### config.mk
export PLATFORM = sky130hd
export DESIGN_NAME = truth_table_sweeper_flat
export DESIGN_NICKNAME = d
export VERILOG_FILES = /design/src/rtl/truth_table_sweeper_if.sv /design/src/rtl/truth_table_sweeper.sv /design/src/flat_wrapper.sv
export SDC_FILE = /design/constraint.sdc
export NUM_CORES = 1
export LEC_CHECK = 0
export CAP_MARGIN = 20
export CORE_MARGIN = 5
export CORE_UTILIZATION = 35
export DETAILED_ROUTE_END_ITERATION = 7
export PLACE_DENSITY_LB_ADDON = 0.3
export SYNTH_ARGS = -nofsm -noshare
export SYNTH_HDL_FRONTEND = slang
export SYNTH_SLANG_ARGS = --single-unit
### constraint.sdc
create_clock -name clk -period 2.1 [get_ports clk]
set_input_delay 0.42 -clock clk [delete_from_list [all_inputs] [get_ports clk]]
set_output_delay 0.42 -clock clk [all_outputs]
set_load 0.02 [all_outputs]
### src/rtl/truth_table_sweeper_if.sv
// Signal bundle between the truth-table sweeper and the block under test / controller.
// master: drives start and the DUT response f; slave: the sweeper itself.
interface truth_table_sweeper_if #(
  parameter int N_IN = 4
);
  logic                 start;
  logic [N_IN-1:0]      vec;
  logic                 f;
  logic                 busy;
  logic                 done;
  logic [2**N_IN-1:0]   result;
  logic [N_IN:0]        ones_count;

  modport master (
    output start, f,
    input  vec, busy, done, result, ones_count
  );

  modport slave (
    input  start, f,
    output vec, busy, done, result, ones_count
  );
endinterface

### src/rtl/truth_table_sweeper.sv
// Drives every input vector of an N_IN-input combinational block in order, holds each
// for HOLD_CYCLES clocks, and packs the sampled output f into a truth-table word.
module truth_table_sweeper #(
  parameter int N_IN        = 4,
  parameter int HOLD_CYCLES = 20
) (
  input logic                  clk,
  input logic                  rst,
  truth_table_sweeper_if.slave bus
);
  localparam int NV = 2**N_IN;
  localparam int CW = (HOLD_CYCLES > 1) ? $clog2(HOLD_CYCLES) : 1;
  localparam logic [CW-1:0] CNT_LAST = CW'(HOLD_CYCLES - 1);

  typedef enum logic [1:0] {
    IDLE,
    DRIVE,
    DONE
  } state_t;

  state_t          state_q, state_n;
  logic [N_IN-1:0] vec_q, vec_n;
  logic [CW-1:0]   cnt_q, cnt_n;
  logic [NV-1:0]   result_q, result_n;
  logic [N_IN:0]   ones_q, ones_n;
  logic            busy_q, done_q;

  always_ff @(posedge clk) begin
    if (rst) begin
      state_q  <= IDLE;
      vec_q    <= '0;
      cnt_q    <= '0;
      result_q <= '0;
      ones_q   <= '0;
      busy_q   <= 1'b0;
      done_q   <= 1'b0;
    end else begin
      state_q  <= state_n;
      vec_q    <= vec_n;
      cnt_q    <= cnt_n;
      result_q <= result_n;
      ones_q   <= ones_n;
      // busy/done registered from the next state so they track state_q without decode glitches
      busy_q   <= (state_n == DRIVE);
      done_q   <= (state_n == DONE);
    end
  end

  always_comb begin
    state_n  = state_q;
    vec_n    = vec_q;
    cnt_n    = cnt_q;
    result_n = result_q;
    ones_n   = ones_q;
    unique case (state_q)
      IDLE: begin
        vec_n = '0;
        cnt_n = '0;
        if (bus.start) begin
          result_n = '0;
          ones_n   = '0;
          state_n  = DRIVE;
        end
      end
      DRIVE: begin
        if (cnt_q != CNT_LAST) begin
          cnt_n = cnt_q + 1'b1;
        end else begin
          cnt_n            = '0;
          result_n[vec_q]  = bus.f;
          ones_n           = ones_q + {{N_IN{1'b0}}, bus.f};
          if (vec_q == '1) state_n = DONE;
          else             vec_n   = vec_q + 1'b1;
        end
      end
      DONE: begin
        // last vector stays on the bus through the done cycle, then returns to 0
        vec_n   = '0;
        state_n = IDLE;
      end
      default: state_n = IDLE;
    endcase
  end

  assign bus.vec        = vec_q;
  assign bus.busy       = busy_q;
  assign bus.done       = done_q;
  assign bus.result     = result_q;
  assign bus.ones_count = ones_q;
endmodule

### src/flat_wrapper.sv
// flat-port wrapper written by rule: the top's interface ports become plain ports
module truth_table_sweeper_flat 
#(
  parameter int N_IN        = 4,
  parameter int HOLD_CYCLES = 20
)
  (clk, rst, bus_start, bus_f, bus_vec, bus_busy, bus_done, bus_result, bus_ones_count);
  truth_table_sweeper_if #(.N_IN(N_IN)) bus_i ();
  input logic clk;
  input logic rst;
  input wire logic [$bits(bus_i.start)-1:0] bus_start;
  input wire logic [$bits(bus_i.f)-1:0] bus_f;
  output wire logic [$bits(bus_i.vec)-1:0] bus_vec;
  output wire logic [$bits(bus_i.busy)-1:0] bus_busy;
  output wire logic [$bits(bus_i.done)-1:0] bus_done;
  output wire logic [$bits(bus_i.result)-1:0] bus_result;
  output wire logic [$bits(bus_i.ones_count)-1:0] bus_ones_count;
  assign bus_i.start = bus_start;
  assign bus_i.f = bus_f;
  assign bus_vec = bus_i.vec;
  assign bus_busy = bus_i.busy;
  assign bus_done = bus_i.done;
  assign bus_result = bus_i.result;
  assign bus_ones_count = bus_i.ones_count;
  truth_table_sweeper #(.N_IN(N_IN), .HOLD_CYCLES(HOLD_CYCLES)) u_core (.clk(clk), .rst(rst), .bus(bus_i));
endmodule
**After elaboration in Yosys (flattened, before gate mapping)**

Index checks and enable logic that the tools add are counted.

- Word-level logic and storage cells: 46
- Output and inout bits: 27
- Flip-flop bits (word level): 34

- Add/subtract/negate cells: 3
- Reductions and logical operators: 7
- $lt $le $gt $ge: 2
- Muxes and demuxes: 18
- Equal/unequal tests: 9

Operators by type and width:

| cell | count |
|---|---|
| $mux W16 | 2 |
| $pmux W16 S2 | 1 |
| $pmux W5 S2 | 2 |
| $bwmux W16 | 1 |
| $mux W5 | 3 |
| $mux W4 | 2 |
| $pmux W4 S2 | 1 |
| $mux W2 | 3 |
| $ne A2 B2 Y1 const B | 3 |
| $reduce_and A3 Y1 | 2 |
| $add A5 B1 Y5 | 1 |
| $add A5 B1 Y5 const B | 1 |
| $lt A4 B5 Y1 const B | 1 |
| $ne A5 B5 Y1 const B | 1 |
| $add A4 B1 Y4 const B | 1 |
| $demux W1 S4 | 1 |
| $eq A2 B1 Y1 const B | 2 |
| $eq A2 B2 Y1 const B | 2 |
| $eq A4 B4 Y1 const B | 1 |
| $ge A4 B1 Y1 const B | 1 |
| $pmux W2 S2 | 1 |
| $reduce_bool A2 Y1 | 2 |
| $logic_not A2 Y1 | 1 |
| $reduce_or A2 Y1 | 1 |
| 2 further kinds | 2 |

**Logic depth before layout (Yosys ltp)**

- Depth in word-level cells: 7
- Gate-level depth with buffers: 6

**Least setup slack after synthesis**

Ideal clock, no wire load.

- Path kind: reg-to-reg
- Start point: register u_core.vec_q[1], in the netlist u_core.bus.vec[1]
- End point: register u_core.result_q[15], in the netlist u_core.bus.result[15]
- Arrival time: 1448 ps
- Path buffers: 0
- Path slack: 582 ps
- Period minus slack after synthesis: 1518 ps
- Stages on the path, launching flop included: 5
- Library setup time: 71 ps
- Cell sequence: dfxtp_1 ha_1 nand3_1 or3_1 a21oi_1

- Cells in the longest elaborated chain, start to end: 7

RTL lines:

| element | line | source |
|---|---|---|
| start, declared | truth_table_sweeper.sv:22 | `logic [N_IN-1:0] vec_q, vec_n;` |
| start signal, assigned | truth_table_sweeper.sv:39 | `vec_q <= vec_n;` |
| $lt A4 B5 Y1 (implied by the code) or $ge A4 B1 Y1 (tied branches) | truth_table_sweeper.sv:70 | `result_n[vec_q] = bus.f;` |
| $logic_and A1 B1 Y1 (implied by the code) | truth_table_sweeper.sv:70 |  |
| $mux W1 (implied by the code) | truth_table_sweeper.sv:70 |  |
| $demux W1 S4 (*) | - |  |
| $bwmux W16 (*) | truth_table_sweeper.sv:70 |  |
| $mux W16 (*) | truth_table_sweeper.sv:66 | `if (cnt_q != CNT_LAST) begin` |
| $pmux W16 S2 (*) | truth_table_sweeper.sv:55 | `unique case (state_q)` |
| end signal, assigned | truth_table_sweeper.sv:41 | `result_q <= result_n;` |
| end, declared | truth_table_sweeper.sv:24 | `logic [NV-1:0] result_q, result_n;` |

Every way passes the cells marked *; elsewhere a longest branch is shown, timed or not. The select of a mux whose other input is x is not followed.
A chain may end at the register's enable or synchronous reset.

**Worst setup path after layout**

- Start point: register u_core.vec_q[1], in the netlist u_core.bus.vec[1]
- End point: output bus_vec[1]

RTL lines:

| element | line | source |
|---|---|---|
| end, declared | flat_wrapper.sv:13 | `output wire logic [$bits(bus_i.vec)-1:0] bus_vec;` |

No word-level cell between the ends.

==> metrics <==
CTS Buf Count 5; crit share post-route 0.840; hpwl dp 2.62 mm; final hold violations 0; Final setup viols 0; TritonCTS clock tree built; global-route wire length before repair 6.58 mm; WP data arrival 1340 ps; Worst path top cell family by delay buffers and inverters; crit end category output port; Crit path largest cell delay 650 ps; syn_nets 204; synth unique cells 33; Synth Area in Compound Gates 0.196; final non-filler cell total 277; EDFF count, synth 0; pwr/cell area 582 nW/um^2; Clock transition at path regs 70 ps; Chip Height 78.4 um; Critical Path Fanout Max 6; grt ovf 0; ys flop type dfxtp_1; CTS sink cnt 34; clock period minus worst slack 1760 ps; Ys Warns 0; placed cell count 269; maximum root-to-sink buffer count 2; post-CTS setup buffers 0; Worst-Margin Slew 600 ps; Ant. Diodes 0; Syn-to-layout area delta 27.4%; status completed; Vias/cell 5.24; max-slew violations 0; starting density of the core 0.368; Sum Neg Setup Slack 0 ps; die area 6140 um^2; H-tree levels 2; Leakage 0.699 nW; number of remaining DRC errors 0; synthesized area 1640 um^2; top-count cell post-synth dfxtp_1; Die X 78.4 um; Setup crit start kind register; number of global-route vias before repair 1400; Skew-Pair Late Insertion Delay 280 ps; fraction of layout cells with a size suffix above 1 0.0844; Worst Clk Skew 1.77 ps; # fillers 430; register area share after synthesis 0.416; Synth top cells by count dfxtp_1 (34), a21oi_1 (20), inv_1 (19), nand2_1 (19), o32ai_1 (15); Final ANT Viol Nets 0; Tot Pwr 1.21 mW; # IOs 31; flops & latches, synth 34; max-cap viol count 0; Crit-path slowest cell clkdlybuf4s50_1; post-synthesis area per instance 8.48 um^2; initial antenna violation count 0; RSZ-0062 raised after global routing no; Max VDD drop 0.279 mV; DR vias 1452; share of the synthesized area in the top cell type 0.416; mux cell area share after synthesis 0.00612; Synth Instances 193; asr flop ratio synth 0; # hold bufs at CTS 0; Stages on worst setup path 1; Crit path required time 1680 ps; area leader, netlist dfxtp_1; largest family of logic cells by synthesized area simple AND/OR/NAND/NOR gates; Max Clock Freq 0.567 GHz; Port Buffers 30; relative slew slack 0.600; ranking of synthesized cells by area dfxtp_1 (42%), o32ai_1 (8.0%), a21oi_1 (6.1%), ha_1 (5.4%), inv_1 (4.4%); largest net degree at the start of global routing 27; Tot GR Track Use 0.133; post-place setup slack 113 ps; Post-CTS Resized 0; kind of critical path reg2out; Core Footprint 4440 um^2; Simple-Gate Fraction of Synth Area 0.221; DR pass1 iterations 4; Worst Hold Depth 2; final worst slack 336 ps; Worst Hold Slack 473 ps; root buf cell clkbuf_8; Iter 0 DRT Violations 72; crit path buf inv count 1; RePlAce Congestion 0.749; Post-Route WL 3.76 mm; FP Rows 24; Synth Area in XOR/XNOR 0.0321; Nets 235; Cell Chain, Critical Path clkdlybuf4s50_1; HP Class reg2reg; worst reg2reg path depth 4; DR WL/cell 13.6 um; Synth Area in Adders 0.0535
cell type report:
type                       count  area [um^2]  share of cell area
clock inverter                 1         5.00             0.00240
clock buffer                   7         86.3              0.0414
tap                           52         65.1              0.0312
multi-input combinational    128          832               0.399
sequential                    34          681               0.326
timing repair buffer          36          345               0.166
inverter                      19         71.3              0.0342
per-layer routing:
metal  vias up  wire length [um]  GRT usage
met2        32              1750      0.207
met1       675              1800      0.168
met4         0                63     0.0647
li1        739                 -          -
met3         6               137     0.0378
met5         -                 0          0
state kept, by name, summed over array words and instances (netlist names):
| register | cells |
|---|---|
| u_core.bus.busy | 1 |
| u_core.bus.vec | 4 |
| u_core.bus.done | 1 |
| u_core.bus.ones_count | 5 |
| u_core.bus.result | 16 |
| u_core.cnt_q | 5 |
| u_core.state_q | 2 |
placed cells by master (no fill, tap or decap), types with 2 or more instances in the layout:
master           synthesis  layout
xor2_1                   4       4
o21ai_0                  4       4
or2_2                    2       2
clkdlybuf4s50_1          0      30
a2111oi_0                2       2
ha_1                     7       7
nor2_1                  13      13
nor2b_1                  4       4
dfxtp_1                 34      34
or3_1                    4       4
nor3_1                   5       5
nand4_1                  2       2
a22oi_1                  4       4
inv_1                   19      19
clkbuf_8                 0       6
xnor2_1                  2       2
nand2b_1                 4       4
o32ai_1                 15      15
a21oi_1                 20      20
buf_4                    1       6
nand3_1                  8       8
nand2_1                 19      19
final timing paths:
check	from	to	slack [ps]
max	u_core.bus.vec[1]$_SDFFE_PP0P_	bus_vec[1]	340
min	u_core.bus.result[0]$_SDFFE_PP0P_	u_core.bus.result[0]$_SDFFE_PP0P_	470
min reg2reg	u_core.bus.result[0]$_SDFFE_PP0P_	u_core.bus.result[0]$_SDFFE_PP0P_	470
max reg2reg	u_core.cnt_q[2]$_SDFFE_PP0P_	u_core.bus.ones_count[4]$_SDFFE_PP0P_	410
kinds of logic after synthesis:
| group | after synthesis |
|---|---|
| simple gates | 68 |
| fa+ha+maj | 7 |
| compound gates | 46 |
| flops | 34 |
| buf+inv | 31 |
| xor+xnor | 6 |
| mux | 1 |
power breakdown:
group	total (mW)	switching, mW	internal (mW)
clock	0.491	0.227	0.264
sequential	0.652	0.00277	0.649
combinational	0.0718	0.0451	0.0267
through the flow:
step                      area (um^2)  utilization
after floorplan                  1640            -
after global routing             2090        0.469
after CTS                        2090        0.469
after global placement           1990        0.449
final                            2090        0.469
after detailed placement         1990        0.449
Note: power is estimated with default switching activity, not from simulation.
